### src/rtl/uart_tx_fifo.sv
// UART transmitter with input FIFO: queued words go out back-to-back on rs232_tx.
// Ports: CLK, RSTn (async low), wr_en/wr_data push side; full/empty/level FIFO status;
//        rs232_tx serial line (idle high), busy (start..last stop), tx_done (last stop cycle).
// Optional macro UART_TX_OVF_EN adds ovf_clr input and sticky ovf output (dropped push).
module uart_tx_fifo #(
    parameter int CLKS_PER_BIT = 56,
    parameter int DATA_BITS    = 8,
    parameter int PARITY       = 0,
    parameter int STOP_BITS    = 1,
    parameter int FIFO_AW      = 3
) (
    input  logic                 CLK,
    input  logic                 RSTn,
    input  logic                 wr_en,
    input  logic [DATA_BITS-1:0] wr_data,
`ifdef UART_TX_OVF_EN
    input  logic                 ovf_clr,
    output logic                 ovf,
`endif
    output logic                 full,
    output logic                 empty,
    output logic [FIFO_AW:0]     level,
    output logic                 rs232_tx,
    output logic                 busy,
    output logic                 tx_done
);

    localparam int DEPTH  = 1 << FIFO_AW;
    localparam int BAUD_W = (CLKS_PER_BIT > 1) ? $clog2(CLKS_PER_BIT) : 1;
    localparam int BIT_W  = $clog2(DATA_BITS) + 1;

    localparam logic [BAUD_W-1:0]  BAUD_MAX = BAUD_W'(CLKS_PER_BIT - 1);
    localparam logic [BIT_W-1:0]   DATA_MAX = BIT_W'(DATA_BITS - 1);
    localparam logic [BIT_W-1:0]   STOP_MAX = BIT_W'(STOP_BITS - 1);
    localparam logic [FIFO_AW:0]   DEPTH_C  = (FIFO_AW + 1)'(DEPTH);
    localparam logic               PAR_ODD  = (PARITY == 1);
    localparam bit                 PAR_EN   = (PARITY != 0);

    typedef enum logic [2:0] {
        IDLE,
        START,
        DATA,
        PAR,
        STOP
    } state_t;

    state_t state, state_n;

    logic [DATA_BITS-1:0] mem [DEPTH];
    logic [FIFO_AW-1:0]   wr_ptr, rd_ptr;
    logic [FIFO_AW:0]     count;
    logic                 push, pop;
    logic [DATA_BITS-1:0] head;

    logic [BAUD_W-1:0]    baud_cnt;
    logic [BIT_W-1:0]     bit_cnt;
    logic [DATA_BITS-1:0] shift_q;
    logic                 par_q;
    logic                 baud_last, data_last, stop_last;

    logic tx_n, busy_n, done_n;

    // ---------------- FIFO ----------------
    assign full  = (count == DEPTH_C);
    assign empty = (count == '0);
    assign level = count;
    // full is the registered occupancy, so a push while full is dropped
    // even when the shifter pops in the same cycle.
    assign push  = wr_en && !full;
    assign head  = mem[rd_ptr];

    always_ff @(posedge CLK) begin
        if (push) begin
            mem[wr_ptr] <= wr_data;
        end
    end

    always_ff @(posedge CLK or negedge RSTn) begin
        if (!RSTn) begin
            wr_ptr <= '0;
            rd_ptr <= '0;
            count  <= '0;
        end else begin
            if (push) begin
                wr_ptr <= wr_ptr + 1'b1;
            end
            if (pop) begin
                rd_ptr <= rd_ptr + 1'b1;
            end
            unique case ({push, pop})
                2'b10:   count <= count + 1'b1;
                2'b01:   count <= count - 1'b1;
                default: count <= count;
            endcase
        end
    end

    // ---------------- FSM: state register ----------------
    always_ff @(posedge CLK or negedge RSTn) begin
        if (!RSTn) begin
            state <= IDLE;
        end else begin
            state <= state_n;
        end
    end

    assign baud_last = (baud_cnt == BAUD_MAX);
    assign data_last = (bit_cnt == DATA_MAX);
    assign stop_last = (bit_cnt == STOP_MAX);

    // ---------------- FSM: next state ----------------
    always_comb begin
        state_n = state;
        pop     = 1'b0;
        unique case (state)
            IDLE: begin
                if (!empty) begin
                    pop     = 1'b1;
                    state_n = START;
                end
            end
            START: begin
                if (baud_last) begin
                    state_n = DATA;
                end
            end
            DATA: begin
                if (baud_last && data_last) begin
                    state_n = PAR_EN ? PAR : STOP;
                end
            end
            PAR: begin
                if (baud_last) begin
                    state_n = STOP;
                end
            end
            STOP: begin
                // Chain straight into the next start bit when work is queued.
                if (baud_last && stop_last) begin
                    if (!empty) begin
                        pop     = 1'b1;
                        state_n = START;
                    end else begin
                        state_n = IDLE;
                    end
                end
            end
            default: state_n = IDLE;
        endcase
    end

    // ---------------- datapath counters ----------------
    always_ff @(posedge CLK or negedge RSTn) begin
        if (!RSTn) begin
            baud_cnt <= '0;
            bit_cnt  <= '0;
            shift_q  <= '0;
            par_q    <= 1'b0;
        end else begin
            if (state == IDLE || baud_last) begin
                baud_cnt <= '0;
            end else begin
                baud_cnt <= baud_cnt + 1'b1;
            end

            if (state == IDLE) begin
                bit_cnt <= '0;
            end else if (baud_last) begin
                bit_cnt <= (state_n != state) ? '0 : bit_cnt + 1'b1;
            end

            // Parity is taken from the whole word at load time so the
            // shifter can be consumed LSB first.
            if (pop) begin
                shift_q <= head;
                par_q   <= (^head) ^ PAR_ODD;
            end else if (state == DATA && baud_last) begin
                shift_q <= shift_q >> 1;
            end
        end
    end

    // ---------------- FSM: outputs ----------------
    always_comb begin
        tx_n   = 1'b1;
        busy_n = 1'b1;
        done_n = 1'b0;
        unique case (state)
            IDLE:    busy_n = 1'b0;
            START:   tx_n   = 1'b0;
            DATA:    tx_n   = shift_q[0];
            PAR:     tx_n   = par_q;
            STOP:    done_n = baud_last && stop_last;
            default: busy_n = 1'b0;
        endcase
    end

    // All line-side outputs share one register stage so they stay aligned.
    always_ff @(posedge CLK or negedge RSTn) begin
        if (!RSTn) begin
            rs232_tx <= 1'b1;
            busy     <= 1'b0;
            tx_done  <= 1'b0;
        end else begin
            rs232_tx <= tx_n;
            busy     <= busy_n;
            tx_done  <= done_n;
        end
    end

`ifdef UART_TX_OVF_EN
    always_ff @(posedge CLK or negedge RSTn) begin
        if (!RSTn) begin
            ovf <= 1'b0;
        end else if (wr_en && full) begin
            ovf <= 1'b1;
        end else if (ovf_clr) begin
            ovf <= 1'b0;
        end
    end
`endif

endmodule

### config.mk
export PLATFORM = sky130hd
export DESIGN_NAME = uart_tx_fifo
export DESIGN_NICKNAME = d
export VERILOG_FILES = /design/src/rtl/uart_tx_fifo.sv
export SDC_FILE = /design/constraint.sdc
export NUM_CORES = 1
export LEC_CHECK = 0
export CORE_MARGIN = 2
export CORE_UTILIZATION = 65
export DETAILED_ROUTE_END_ITERATION = 7
export DONT_BUFFER_PORTS = 1
export PLACE_DENSITY = 0.92
export SYNTH_ARGS = -nofsm -noshare
export SYNTH_HDL_FRONTEND = slang
export SYNTH_SLANG_ARGS = --single-unit
### constraint.sdc
create_clock -name CLK -period 7.05 [get_ports CLK]
set_input_delay 0.3525 -clock CLK [delete_from_list [all_inputs] [get_ports CLK]]
set_output_delay 0.3525 -clock CLK [all_outputs]
set_load 0.01 [all_outputs]
==> out/metrics.csv <==
stage;metric;value;unit
routing;DRT antenna net count;0;
clocking;Post-CTS Setup Bufs;0;
routing;DR DRC count;0;
timing;Worst Max-Slew Pin Slew;0.9758;ns
job;Max-Cap Viols;0;
worst_setup_path;CP Launch Point;baud_cnt[0];
worst_setup_path;worst path required time;7.31;ns
power;maximum vdd drop;255.4;uV
synthesis;Netlist Area Pre-Place;0.004323;mm2
cells_and_area;layout cells sized above 1;0.1160;
worst_setup_path;Critical Path Max Stage Delay;0.40;ns
timing;slew margin rel.;0.3435;
min_path;Min-Delay Endpoint;mem[5][1];
floorplanning;die height;85.55;um
clocking;TritonCTS clock tree;yes;
min_path;Min-Delay Path Class;in2reg;
timing;Fin Setup TNS;0;ns
clocking;H-tree levels;3;
timing;clk_skew;0.01347;ns
timing;Setup WS post-layout;3.984;ns
worst_setup_path;Crit Path Max Fanout;5;
clocking;CTS root buf;clkbuf_8;
clocking;cts bufs inserted;9;
power;Leak Pwr;1.706;nW
synthesis;Syn Nets;300;
worst_setup_path;r2r setup slk;3.98;ns
synthesis;asr flop ratio synth;0.3535;
worst_setup_path;CP endpoint kind;register;
floorplanning;core outline area;0.006386;mm2
floorplanning;Initial Util;0.6769;
cells_and_area;most frequent cells in the layout;edfxtp_1, dfrtp_1, nor2_1;
worst_setup_path;worst r2r path cells;12;
clocking;worst skew pair latency;0.37;ns
grt;largest net degree at the start of global routing;36;
timing;FMAX;326.1;MHz
timing;min Tclk post-route;3.066;ns
grt;initial antenna violation count;0;
cells_and_area;most common cell after layout, fill and taps aside;edfxtp_1;
grt;first-pass GRT wire length;12010;um
floorplanning;Site Rows;29;
power;pwr/cell area;392.6;mW/mm2
routing;Iteration-0 DRC Markers;135;
clocking;Hold Buf Count CTS;2;
worst_setup_path;Crit Reg-Reg Endpoint;level[2];
clocking;CTS Buffer Depth;2;
synthesis;Yosys cell types;41;
cells_and_area;Total Nets Final;307;
placed_design;post-DP HPWL;4724;um
cells_and_area;Synth-to-Final Area Change;7.294;%
min_path;critical hold path startpoint;wr_data[1];
synthesis;Seq/Total Area, Yosys;0.6475;
clocking;Clk pin slew, worst setup/hold paths;0.11;ns
routing;DR WL/cell;19.47;um
timing;period utilisation layout;0.4349;
floorplanning;Die ar.;0.007319;mm2
floorplanning;# IOs;20;
cells_and_area;ANT cells;0;
worst_setup_path;crit path kind;reg2reg;
timing;Final Hold Fails;0;
worst_setup_path;worst r2r src;baud_cnt[0];
synthesis;EDFF count, synth;64;
placed_design;area post-placement;0.004393;mm2
min_path;worst hold path depth;0;
synthesis;Post-synth top flop;edfxtp_1;
routing;final WL;7204;um
cells_and_area;Final Non-Filler Cells;370;
synthesis;Synth warnings;0;
synthesis;Synth Area per Inst;15.38;um2
placed_design;GPL Wtd Cong;0.7927;
grt;Total GRT Usage;0.2238;
outcome;outcome;finished clean;
worst_setup_path;critical path startpoint category;register;
clocking;PostCTS Resize Cnt;0;
routing;DR pass1 iterations;4;
grt;Overflow after GRT;0;
grt;vias in the first global route;2398;
routing;Vias;2299;
worst_setup_path;slowest CP cell;or3_4;
worst_setup_path;Worst EP arrival;3.33;ns
synthesis;post-synthesis cell count;281;
clocking;Clock Sinks;99;
placed_design;Port Buffer Count;0;
floorplanning;die width;85.55;um
timing;unrepaired setup endpoints after global routing;false;
worst_setup_path;crit-path cells;ha_1 -> nand4_1 -> or2_4 -> or3_4 -> a2111oi_4 -> ha_1 -> xor2_1 -> ha_1 -> a21oi_1 -> xor2_1 -> nor2_1 -> xor2_1;
timing;Slew Viols, Final;0;
timing;Final setup violation count;0;
cells_and_area;post-route cell area;0.004638;mm2
routing;vias per inst;6.214;
synthesis;Seq cells post-synth;99;
placed_design;Place WS;4.051;ns
placed_design;DP Cell Count;352;
report_power, final:
group	internal, mW	switching (mW)	leakage, nW
combinational	0.294	0.256	0.598
clock	0.145	0.225	0.106
sequential	0.753	0.149	1.00
critical path, delay by kind of cell (launching register included):
kind	cells	cell delay (ns)
AO/OA/AOI/OAI	2	0.55
XOR/XNOR	3	0.41
AND/OR/NAND/NOR	4	0.85
flip-flops	1	0.39
adder cells (fa/ha/maj)	3	0.76
how the worst max path moves through the flow:
stage,to,slack [ns],depth (start not counted)
after floorplan,level[2],4.06,13
after global placement,level[2],4.19,12
after detailed placement,level[2],4.05,12
after CTS,level[2],4.00,12
after global routing,level[2],3.80,12
final,level[2],3.98,12
per-stage QoR:
step	utilization	hold slack [ns]	total power, mW
final	0.7263	0.06574	1.821
after global routing	0.7263	0.03712	1.924
after CTS	0.7263	0.04945	1.834
after detailed placement	0.6879	0.05765	1.463
after global placement	0.6879	0.05769	1.423
after floorplan	-	0.05691	1.348
final cells by class:
cell class	count	area, um2
clock buffers	9	123.9
clock inverters	7	91.34
fillers	361	1748
repair buffers	9	82.58
multi-input cells	161	1415
flip-flops and latches	99	2799
inverters	8	30.03
well taps	77	96.34
metal layers:
layer	vias up	global-route usage	wire length, um
met5	-	0	0
met4	0	0.08658	108
met3	12	0.06641	267
met2	56	0.3814	3917
met1	1165	0.2713	2910
li1	1066	-	-
synth_stat cells (2+ instances only):
cell | instances | area [um2]
nor3_1 | 7 | 35.03
ha_1 | 8 | 100.1
buf_1 | 2 | 7.510
buf_6 | 4 | 45.04
mux2i_1 | 10 | 100.1
o21ai_0 | 9 | 45.04
and2_1 | 2 | 12.51
dfrtp_1 | 34 | 850.8
edfxtp_1 | 64 | 1922
mux4_1 | 16 | 420.4
nor2b_1 | 6 | 37.54
nand2_1 | 15 | 56.30
xor2_1 | 7 | 61.31
clkbuf_1 | 7 | 26.28
inv_1 | 7 | 26.28
nor2_1 | 19 | 71.32
nand3_1 | 5 | 25.02
xnor2_1 | 15 | 131.4
nand3b_1 | 2 | 15.01
nand2b_1 | 6 | 37.54
a21oi_1 | 10 | 50.05
nor4_1 | 2 | 12.51
a211oi_1 | 6 | 45.04
logic make-up after synthesis:
group / synth area share
buffers and inverters: 0.02518
muxes: 0.1265
DFF: 0.6475
and+or+nand+nor: 0.08046
adders and majority gates: 0.02316
AOI/OAI and AO/OA: 0.05268
xor gates and xnor gates: 0.04457
flip-flops by register name, summed over array words and instances, names as in the netlist:
name      flops
baud_cnt      6
bit_cnt       4
busy          1
level         4
mem          64
par_q         1
rd_ptr        3
rs232_tx      1
shift_q       8
state         3
tx_done       1
wr_ptr        3
No activity file was read; power rests on OpenSTA's default activity.
